`src/rtl/operand_loader.sv`:
```
// Operand loader: streams two 64-bit operands in bytewise, waits for an external adder,
// then streams the 64-bit sum out. Option: LOADER_PARITY_EN appends an XOR parity byte.
module operand_loader #(
    parameter int SETTLE_CYCLES = 2
) (
    input  logic        clk,
    input  logic        rst,
    input  logic [7:0]  in_data,
    input  logic        in_valid,
    output logic        in_ready,
    output logic [63:0] sayi1,
    output logic [63:0] sayi2,
    input  logic [63:0] toplam,
    output logic [7:0]  out_data,
    output logic        out_valid,
    input  logic        out_ready,
    output logic        busy
);

    localparam logic [2:0] LOAD_A  = 3'd0;
    localparam logic [2:0] LOAD_B  = 3'd1;
    localparam logic [2:0] SETTLE  = 3'd2;
    localparam logic [2:0] CAPTURE = 3'd3;
    localparam logic [2:0] SEND    = 3'd4;

`ifdef LOADER_PARITY_EN
    localparam logic [3:0] LAST_IDX = 4'd8;
`else
    localparam logic [3:0] LAST_IDX = 4'd7;
`endif
    localparam logic [3:0] SETTLE_LAST = 4'(SETTLE_CYCLES - 1);

    logic [2:0]  state;
    logic [3:0]  byte_cnt;
    logic [3:0]  settle_cnt;
    logic [63:0] result;
    logic        in_fire;
    logic        out_fire;

    // in_ready is gated by rst directly so it is low for the whole reset pulse
    assign in_ready  = !rst && ((state == LOAD_A) || (state == LOAD_B));
    assign out_valid = (state == SEND);
    assign busy      = !((state == LOAD_A) && (byte_cnt == 4'd0));
    assign in_fire   = in_valid && in_ready;
    assign out_fire  = out_valid && out_ready;

    always_ff @(posedge clk or posedge rst) begin
        if (rst) begin
            state      <= LOAD_A;
            byte_cnt   <= 4'd0;
            settle_cnt <= 4'd0;
            sayi1      <= 64'd0;
            sayi2      <= 64'd0;
            result     <= 64'd0;
        end else begin
            case (state)
                LOAD_A: if (in_fire) begin
                    sayi1 <= {in_data, sayi1[63:8]};
                    if (byte_cnt == 4'd7) begin
                        byte_cnt <= 4'd0;
                        state    <= LOAD_B;
                    end else begin
                        byte_cnt <= byte_cnt + 4'd1;
                    end
                end
                LOAD_B: if (in_fire) begin
                    sayi2 <= {in_data, sayi2[63:8]};
                    if (byte_cnt == 4'd7) begin
                        byte_cnt   <= 4'd0;
                        settle_cnt <= 4'd0;
                        state      <= SETTLE;
                    end else begin
                        byte_cnt <= byte_cnt + 4'd1;
                    end
                end
                SETTLE: begin
                    if (settle_cnt == SETTLE_LAST) state <= CAPTURE;
                    else settle_cnt <= settle_cnt + 4'd1;
                end
                CAPTURE: begin
                    result   <= toplam;
                    byte_cnt <= 4'd0;
                    state    <= SEND;
                end
                SEND: if (out_fire) begin
                    byte_cnt <= (byte_cnt == LAST_IDX) ? 4'd0 : byte_cnt + 4'd1;
                    if (byte_cnt == LAST_IDX) state <= LOAD_A;
                end
                default: state <= LOAD_A;
            endcase
        end
    end

`ifdef LOADER_PARITY_EN
    logic [7:0] parity;
    always_comb begin
        parity = 8'd0;
        for (int i = 0; i < 8; i++) parity = parity ^ result[i*8 +: 8];
    end

    always_comb begin
        out_data = result[{byte_cnt[2:0], 3'b000} +: 8];
        if (byte_cnt[3]) out_data = parity;
    end
`else
    always_comb begin
        out_data = result[{byte_cnt[2:0], 3'b000} +: 8];
    end
`endif

endmodule

```
`config.mk`:
```
export PLATFORM = sky130hd
export DESIGN_NAME = operand_loader
export DESIGN_NICKNAME = d
export VERILOG_FILES = /design/src/rtl/operand_loader.sv
export SDC_FILE = /design/constraint.sdc
export NUM_CORES = 1
export LEC_CHECK = 0
export CORE_MARGIN = 8
export CORE_UTILIZATION = 54
export CTS_BUF_LIST = sky130_fd_sc_hd__clkbuf_4
export DETAILED_ROUTE_END_ITERATION = 10
export GPL_TIMING_DRIVEN = 0
export HOLD_SLACK_MARGIN = 0.05
export PLACE_DENSITY = 0.94
export SYNTH_ARGS = -nofsm -noshare
export SYNTH_HDL_FRONTEND = slang
export SYNTH_SLANG_ARGS = --single-unit
```
`constraint.sdc`:
```
create_clock -name clk -period 19.4 [get_ports clk]
set_clock_uncertainty 0.15 [all_clocks]
set_input_delay 3.88 -clock clk [delete_from_list [all_inputs] [get_ports clk]]
set_output_delay 3.88 -clock clk [all_outputs]
set_load 0.03 [all_outputs]
```
==> impl_metrics.json, run 1 <==
{
  "n_fill_cell": 873,
  "drtIter0Drc": 156,
  "synth.distinct_cells": 41,
  "power_density_mw_per_mm2": 146.0,
  "drt-vias-per-instance": 5.515,
  "fin_area_mm2": 0.01139,
  "clockBufferDepth": 3,
  "ios": 215,
  "setup-tns-final_ps": 0,
  "gp_congestion": 0.8539,
  "hpwlAfterDp_mm": 16.09,
  "cp-end-kind": "output pin",
  "cts_tree": "done",
  "cts_setup_buffers": 0,
  "synthArstFlopShare_pct": 100.0,
  "vias": 5521,
  "finalSetupViolations": 0,
  "ys_ff_latch": 203,
  "final_layout_size_suffix_gt1_share_pct": 38.62,
  "crit_type": "in -> out",
  "regArea_mm2": 0.005080,
  "irDropWorstVdd_mv": 0.1377,
  "die_y_um": 140.6,
  "post-route-period-util_pct": 48.63,
  "grt_start_max_net_pins": 108,
  "yosysMostFrequentCell": "dfrtp_1",
  "synthTopCellsByCount": "203 x dfrtp_1, 191 x mux2_2, 16 x mux4_2",
  "layout.nets": 865,
  "worstRegToRegCells": 5,
  "antenna_found_initial": 0,
  "routed_wl_mm": 22.43,
  "fin_crit_ps": 9434,
  "crit_arrival_ps": 5400,
  "core_area_mm2": 0.01520,
  "cts_resized": 0,
  "grt_pass1_wl_mm": 35.67,
  "rsz0062_at_grt": "no",
  "status": "finished clean",
  "fin_cells": 1001,
  "start_kind": "input pin",
  "cts.clk_slew.worst_paths_ps": 70,
  "place_ws_ps": 9945,
  "hold_class": "reg -> reg",
  "multiInputGateArea_mm2": 0.003057,
  "worstSkewPairLatency_ps": 650,
  "worstMarginPinSlew_ps": 673.7,
  "ys.flop_type": "dfrtp_1",
  "first_global_vias": 6362,
  "slew_headroom_pct": 55.09,
  "synth_edf_count": 0,
  "antenna_cells": 0,
  "critPathMaxFanout": 5,
  "hold_buffers": 0,
  "syn_area_mm2": 0.008383,
  "synth_area_leaders": "dfrtp_1 61%, mux2_2 26%, mux4_2 4.3%, buf_6 1.7%, mux2_1 1.2%",
  "fmax_mhz": 106.0,
  "h-tree-depth": 2,
  "initial_core_util_pct": 55.14,
  "synth_top_area_cell": "dfrtp_1",
  "num_rows": 45,
  "postLayoutSetupSlackWorst_ps": 9966,
  "placedCellCount": 919,
  "port_buffers": 214,
  "slew_viol_final": 0,
  "placed_cell_area_mm2": 0.01080,
  "syn_area_per_cell_um2": 16.25,
  "track_usage_pct": 22.99,
  "cts_sinks": 203,
  "drt_drc_violations_left": 0,
  "grt_overflow": 0,
  "area_delta_synth_final_pct": 35.90,
  "finalHoldViolations": 0,
  "ys.warnings.count": 0,
  "ant_nets": 0,
  "critPathRequiredTime_ps": 15370,
  "netlist_instances": 516,
  "root_buffer": "clkbuf_4",
  "synth_nets": 596,
  "cts_made_buffers": 52,
  "p_leak_nw": 5.062,
  "die-area_mm2": 0.01977,
  "whs_ps": 342.9,
  "final_util_pct": 74.94,
  "routedWlPerCell_um": 22.40,
  "p_total_mw": 1.663,
  "die_x_um": 140.6,
  "worstHoldPathCells": 1,
  "drtPass1Iterations": 4,
  "yosys.area.top_type_share_pct": 60.60,
  "drv_cap": 0,
  "ys_seq_area_share_pct": 60.60
}
sequential cells by signal, indices dropped and copies added (netlist names):
register and flops:
sayi2 64, settle_cnt 4, state 3, byte_cnt 4
result 64, sayi1 64
final timing paths:
path	end	start	slack [ps]
max	in_ready	rst	9970
min	sayi2[7]	sayi2[7]	340
max reg2reg	result[45]	state[0]	17350
min reg2reg	sayi2[7]	sayi2[7]	340
max in group asynchronous	sayi2[59]	rst	14440
min in group asynchronous	state[2]	rst	3760
final cells by class:
cell class	instances	share of cell area (%)
repair buffers	215	19.04
plain buffers	27	1.900
flip-flops and latches	203	44.59
clock inverters	7	0.2965
inverters	8	0.3295
multi-input cells	278	26.83
clock buffers	75	4.942
well taps	188	2.065
metal layers:
layer  global-route usage, %  part of all wire (%)  vias up
li1                        -                     -     2416
met1                   24.61                    36     2799
met2                   38.92                    50      260
met3                   10.80                    11       46
met4                   8.937                   3.0        0
met5                       0                     0        -
placed cells by master (no fill, tap or decap), types with 7 or more instances in the layout:
cell type | synthesis | routed
buf_2 | 11 | 11
buf_6 | 13 | 13
mux2_1 | 9 | 9
clkbuf_4 | 0 | 75
mux4_2 | 16 | 16
mux2_2 | 191 | 191
clkdlybuf4s50_1 | 0 | 214
dfrtp_1 | 203 | 203
inv_1 | 8 | 7
critical path: stages:
cell and delay, ps:
clkdlybuf4s50_1 590, nor3_1 230, clkdlybuf4s50_1 710
power breakdown:
group	switching [mW]	total [mW]	internal (mW)
logic	0.383	0.714	0.331
clock network	0.161	0.335	0.174
registers	0.0856	0.614	0.528
kinds of logic after synthesis:
group | count (synthesis) | synth area share [%]
adders and majority gates | 4 | 0.5970
DFF | 203 | 60.60
buffers and inverters | 35 | 2.940
muxes | 218 | 31.40
AOI/OAI and AO/OA | 16 | 1.224
and+or+nand+nor | 40 | 3.239
No activity file was read; power rests on OpenSTA's default activity.
==> run 2, diff against run 1 <==
CORE_UTILIZATION = 51   (was 54)
PLACE_DENSITY = 0.9   (was 0.94)
clock period = 9.2 ns   (was 19.4 ns; I/O delays follow)
==> impl_metrics.json, run 2 (synthesis results as in run 1) <==
{
  "status": "finished clean",
  "fmax_mhz": 186.0,
  "hold_buffers": 0,
  "initial_core_util_pct": 51.28,
  "final_layout_size_suffix_gt1_share_pct": 37.81,
  "irDropWorstVdd_mv": 0.2815,
  "area_delta_synth_final_pct": 36.16,
  "die-area_mm2": 0.02080,
  "final_common_cell": "clkdlybuf4s50_1",
  "p_sw_share_pct": 37.65,
  "num_rows": 47,
  "cts.clk_slew.worst_paths_ps": 60,
  "grt_pass1_wl_mm": 33.54,
  "place_ws_ps": 3809,
  "crit_type": "in -> out",
  "power_density_mw_per_mm2": 304.4,
  "track_usage_pct": 21.04,
  "ios": 215,
  "n_fill_cell": 1102,
  "critPathMaxFanout": 5,
  "drtPass1Iterations": 4,
  "slew_headroom_pct": 51.00,
  "whs_ps": 341.7,
  "post-route-period-util_pct": 58.45,
  "cp-end-kind": "output pin",
  "drv_cap": 0,
  "cts_resized": 0,
  "first_global_vias": 6279,
  "die_y_um": 144.2,
  "grt_start_max_net_pins": 115,
  "hold_class": "reg -> reg",
  "vias": 5498,
  "cts_sinks": 203,
  "reg_top3": "result (64), sayi1 (64), sayi2 (64)",
  "intPower_mw": 2.166,
  "critPathRequiredTime_ps": 7210,
  "rsz0062_at_grt": "no",
  "h-tree-depth": 2,
  "core_area_mm2": 0.01635,
  "finalSetupViolations": 0,
  "drt-vias-per-instance": 5.322,
  "cts_setup_buffers": 0,
  "drt_drc_violations_left": 0,
  "clockBufferDepth": 3,
  "hpwlAfterDp_mm": 15.75,
  "cts_tree": "done",
  "finalHoldViolations": 0,
  "routedWlPerCell_um": 20.93,
  "gp_congestion": 0.8979,
  "combPwrFrac_pct": 43.0,
  "routed_wl_mm": 21.62,
  "reg2reg_slack_ps": 7190,
  "worstMarginPinSlew_ps": 728.3,
  "placed_cell_area_mm2": 0.01084,
  "port_buffers": 214,
  "crit_arrival_ps": 3390,
  "fin_crit_ps": 5378,
  "ant_nets": 0,
  "worstSkewPairLatency_ps": 630,
  "p_leak_nw": 5.055,
  "antenna_found_initial": 1,
  "p_seq_share_pct": 37.0,
  "worstPathCellList": "clkdlybuf4s50_1 -> nor3_1 -> clkdlybuf4s50_1",
  "die_x_um": 144.2,
  "drtIter0Drc": 153,
  "postLayoutSetupSlackWorst_ps": 3822,
  "layout.nets": 863,
  "fin_area_mm2": 0.01141,
  "slowest_delay_ps": 710,
  "mostFrequentLayoutCells": "214 x clkdlybuf4s50_1, 203 x dfrtp_1, 191 x mux2_2",
  "cts_made_buffers": 50,
  "start_kind": "input pin",
  "slew_viol_final": 0,
  "pwr-share-clk_pct": 20.0,
  "p_switching_mw": 1.308,
  "grt_overflow": 0,
  "worst_path_max_delay_cell": "clkdlybuf4s50_1",
  "root_buffer": "clkbuf_4",
  "cp_common_cell": "clkdlybuf4s50_1"
}
run 2: cell types whose count changed in the layout (fill, tap and decap cells not counted):
cell | previous run | this run
diode_2 | 0 | 1
clkinv_1 | 5 | 11
inv_2 | 0 | 2
clkinv_2 | 0 | 2
clkinvlp_4 | 2 | 0
clkbuf_4 | 75 | 65
bufinv_16 | 0 | 1
run 2: power groups by stage:
stage | sequential (mW) | clock, mW | combinational, mW
floorplan | 1.61 | 0 | 0.532
global placement | 1.28 | 0 | 1.47
detailed placement | 1.30 | 0 | 1.50
CTS | 1.29 | 0.717 | 1.51
global route | 1.31 | 0.766 | 1.57
finish | 1.29 | 0.696 | 1.49
run 2: final timing paths:
path,start,to,cells after the start
setup / recovery,rst,in_ready,3
hold / removal,sayi1[3],sayi1[3],1
setup reg to reg,state[0],result[5],5
hold reg to reg,sayi1[3],sayi1[3],1
max in group asynchronous,rst,sayi2[13],3
min in group asynchronous,rst,settle_cnt[1],2
run 2: worst max-delay path: cells and delay by family:
| family | cells | cell delay, ps |
|---|---|---|
| and+or+nand+nor | 1 | 240 |
| buffers and inverters | 2 | 1310 |
run 2: through the flow:
stage / util [%] / TNS (ps) / std cells / power (mW)
detailed placement: 66.28 / 0 / 951 / 2.793
global placement: 66.06 / -94850 / 950 / 2.743
finish: 69.82 / 0 / 1033 / 3.474
global route: 69.82 / 0 / 1033 / 3.643
CTS: 69.81 / 0 / 1032 / 3.514
floorplan: - / 0 / 516 / 2.146
run 2: per-layer routing:
layer  up-vias  GRT usage, %  share of wire, %
met5         -             0                 0
met4         0         8.105               2.7
met3        38         9.970                11
met2       242         34.96                48
met1      2773         22.99                38
li1       2445             -                 -
run 2: cell type report:
type                    count  area [um^2]  share of cell area, %
flip-flops and latches    203         5080                  44.50
clock buffers              65        488.0                  4.275
repair buffers            215         2170                  19.01
well taps                 220        275.3                  2.411
diodes                      1        2.502                0.02192
clock inverters            16        88.84                 0.7783
inverters                   8        37.54                 0.3288
multi-input cells         278         3057                  26.78
plain buffers              27        216.5                  1.896
==> run 3, diff against run 2 <==
clock period = 5.1 ns   (was 9.2 ns; I/O delays follow)
==> impl_metrics.json, run 3 (synthesis results as in run 1) <==
{
  "status": "finished clean",
  "finalSetupViolations": 0,
  "gp_congestion": 0.8839,
  "slowest_delay_ps": 610,
  "die_x_um": 144.2,
  "core_area_mm2": 0.01635,
  "drt_drc_violations_left": 0,
  "irDropWorstVdd_mv": 0.6384,
  "critPathRequiredTime_ps": 3930,
  "postLayoutSetupSlackWorst_ps": 994.0,
  "root_buffer": "clkbuf_4",
  "reg_top3": "result (64), sayi1 (64), sayi2 (64)",
  "hold_buffers": 0,
  "antenna_found_initial": 1,
  "drtPass1Iterations": 4,
  "initial_core_util_pct": 51.28,
  "hpwlAfterDp_mm": 16.24,
  "crit_buf_inv": 3,
  "die_y_um": 144.2,
  "worstHoldPathCells": 1,
  "placedCellCount": 955,
  "place_ws_ps": 1432,
  "crit_family": "buffers and inverters",
  "track_usage_pct": 21.62,
  "slew_headroom_pct": 48.52,
  "clockBufferDepth": 3,
  "cts.clk_slew.worst_paths_ps": 60,
  "crit_arrival_ps": 2940,
  "crit_type": "reg -> out",
  "routedWlPerCell_um": 21.28,
  "drtIter0Drc": 164,
  "layout.nets": 868,
  "die-area_mm2": 0.02080,
  "cts_setup_buffers": 0,
  "cts_made_buffers": 51,
  "power_density_mw_per_mm2": 558.0,
  "final_common_cell": "clkdlybuf4s50_1",
  "fin_crit_ps": 4106,
  "ant_nets": 0,
  "cp_common_cell": "buf_2",
  "rsz0062_at_grt": "no",
  "fin_cells": 1044,
  "cts_resized": 0,
  "num_rows": 47,
  "first_global_vias": 6415,
  "worst-path-stages": 5,
  "finalHoldViolations": 0,
  "start_kind": "flip-flop",
  "grt_pass1_wl_mm": 34.49,
  "p_leak_nw": 5.135,
  "worstRegToRegCells": 5,
  "area_delta_synth_final_pct": 38.21,
  "routed_wl_mm": 22.21,
  "hold_class": "reg -> reg",
  "post-route-period-util_pct": 80.51,
  "slew_viol_final": 0,
  "h-tree-depth": 2,
  "port_buffers": 214,
  "grt_start_max_net_pins": 47,
  "drt-vias-per-instance": 5.291,
  "fmax_mhz": 243.5,
  "final_util_pct": 70.87,
  "worstMarginPinSlew_ps": 765.1,
  "worstSkewPairLatency_ps": 640,
  "worstPathCellList": "buf_2 -> buf_2 -> mux4_2 -> mux2_2 -> clkdlybuf4s50_1",
  "drv_cap": 0,
  "cts_sinks": 203,
  "worst_path_max_delay_cell": "clkdlybuf4s50_1",
  "p_total_mw": 6.465,
  "cp-end-kind": "output pin",
  "ios": 215,
  "mostFrequentLayoutCells": "214 x clkdlybuf4s50_1, 203 x dfrtp_1, 191 x mux2_2",
  "final_layout_size_suffix_gt1_share_pct": 39.13,
  "critPathMaxFanout": 10,
  "cts_tree": "done",
  "grt_overflow": 0,
  "vias": 5524
}
-- run 3: cell types whose count changed in the layout (fill, tap and decap cells not counted), moves of 2 or more --
cell,previous run,this run
inv_2,2,0
buf_12,0,5
clkinv_1,11,7
clkinvlp_4,0,2
clkinv_2,2,0
clkbuf_4,65,78
-- run 3: area by class of cell --
cell class | count | area, um^2
fill | 1049 | 4762
multi-input combinational | 278 | 3057
inverter | 8 | 33.78
clock buffer | 78 | 585.6
buffer | 27 | 216.5
sequential | 203 | 5080
clock inverter | 10 | 93.84
antenna | 1 | 2.502
timing repair buffer | 219 | 2242
tap | 220 | 275.3
-- run 3: path summary, 6_finish.rpt --
path                                  start          end  slack, ps
worst max-delay path            byte_cnt[1]  out_data[0]        990
worst min-delay path               sayi1[3]     sayi1[3]        350
worst max register to register     state[0]   result[59]       3100
worst min register to register     sayi1[3]     sayi1[3]        350
max in group asynchronous               rst    sayi2[10]       3010
min in group asynchronous               rst   result[58]        880
-- run 3: where the power goes --
group / internal [mW] / leakage [nW] / total [mW] / switching (mW)
Combinational: 1.27 / 2.22 / 2.72 / 1.45
Clock: 0.792 / 0.398 / 1.42 / 0.628
Sequential: 2.01 / 2.51 / 2.33 / 0.317
Total: 4.07 / 5.13 / 6.47 / 2.40
-- run 3: worst reg2reg max path: stages, from the launching register on --
cell and delay (ps):
dfrtp_1 370, buf_2 170, nand3b_1 180, buf_2 290, buf_2 340, mux2_2 390
-- run 3: metrics by stage --
step / cell area (um^2) / hold WS [ps] / TNS (ps)
after floorplan: 8387 / 323.9 / 0
after global placement: 10800 / 322.6 / -32210
after detailed placement: 10900 / 339.4 / 0
after CTS: 11580 / 352.8 / 0
after global routing: 11590 / 365.6 / 0
final: 11590 / 346.7 / 0
-- run 3: routing by layer --
metal  GRT usage, %  part of all wire [%]  vias to the layer above
met4          7.119                   1.7                        0
met1          23.71                    38                     2807
met2          36.48                    49                      232
met3          10.14                    11                       32
met5              0                     0                        -
li1               -                     -                     2453
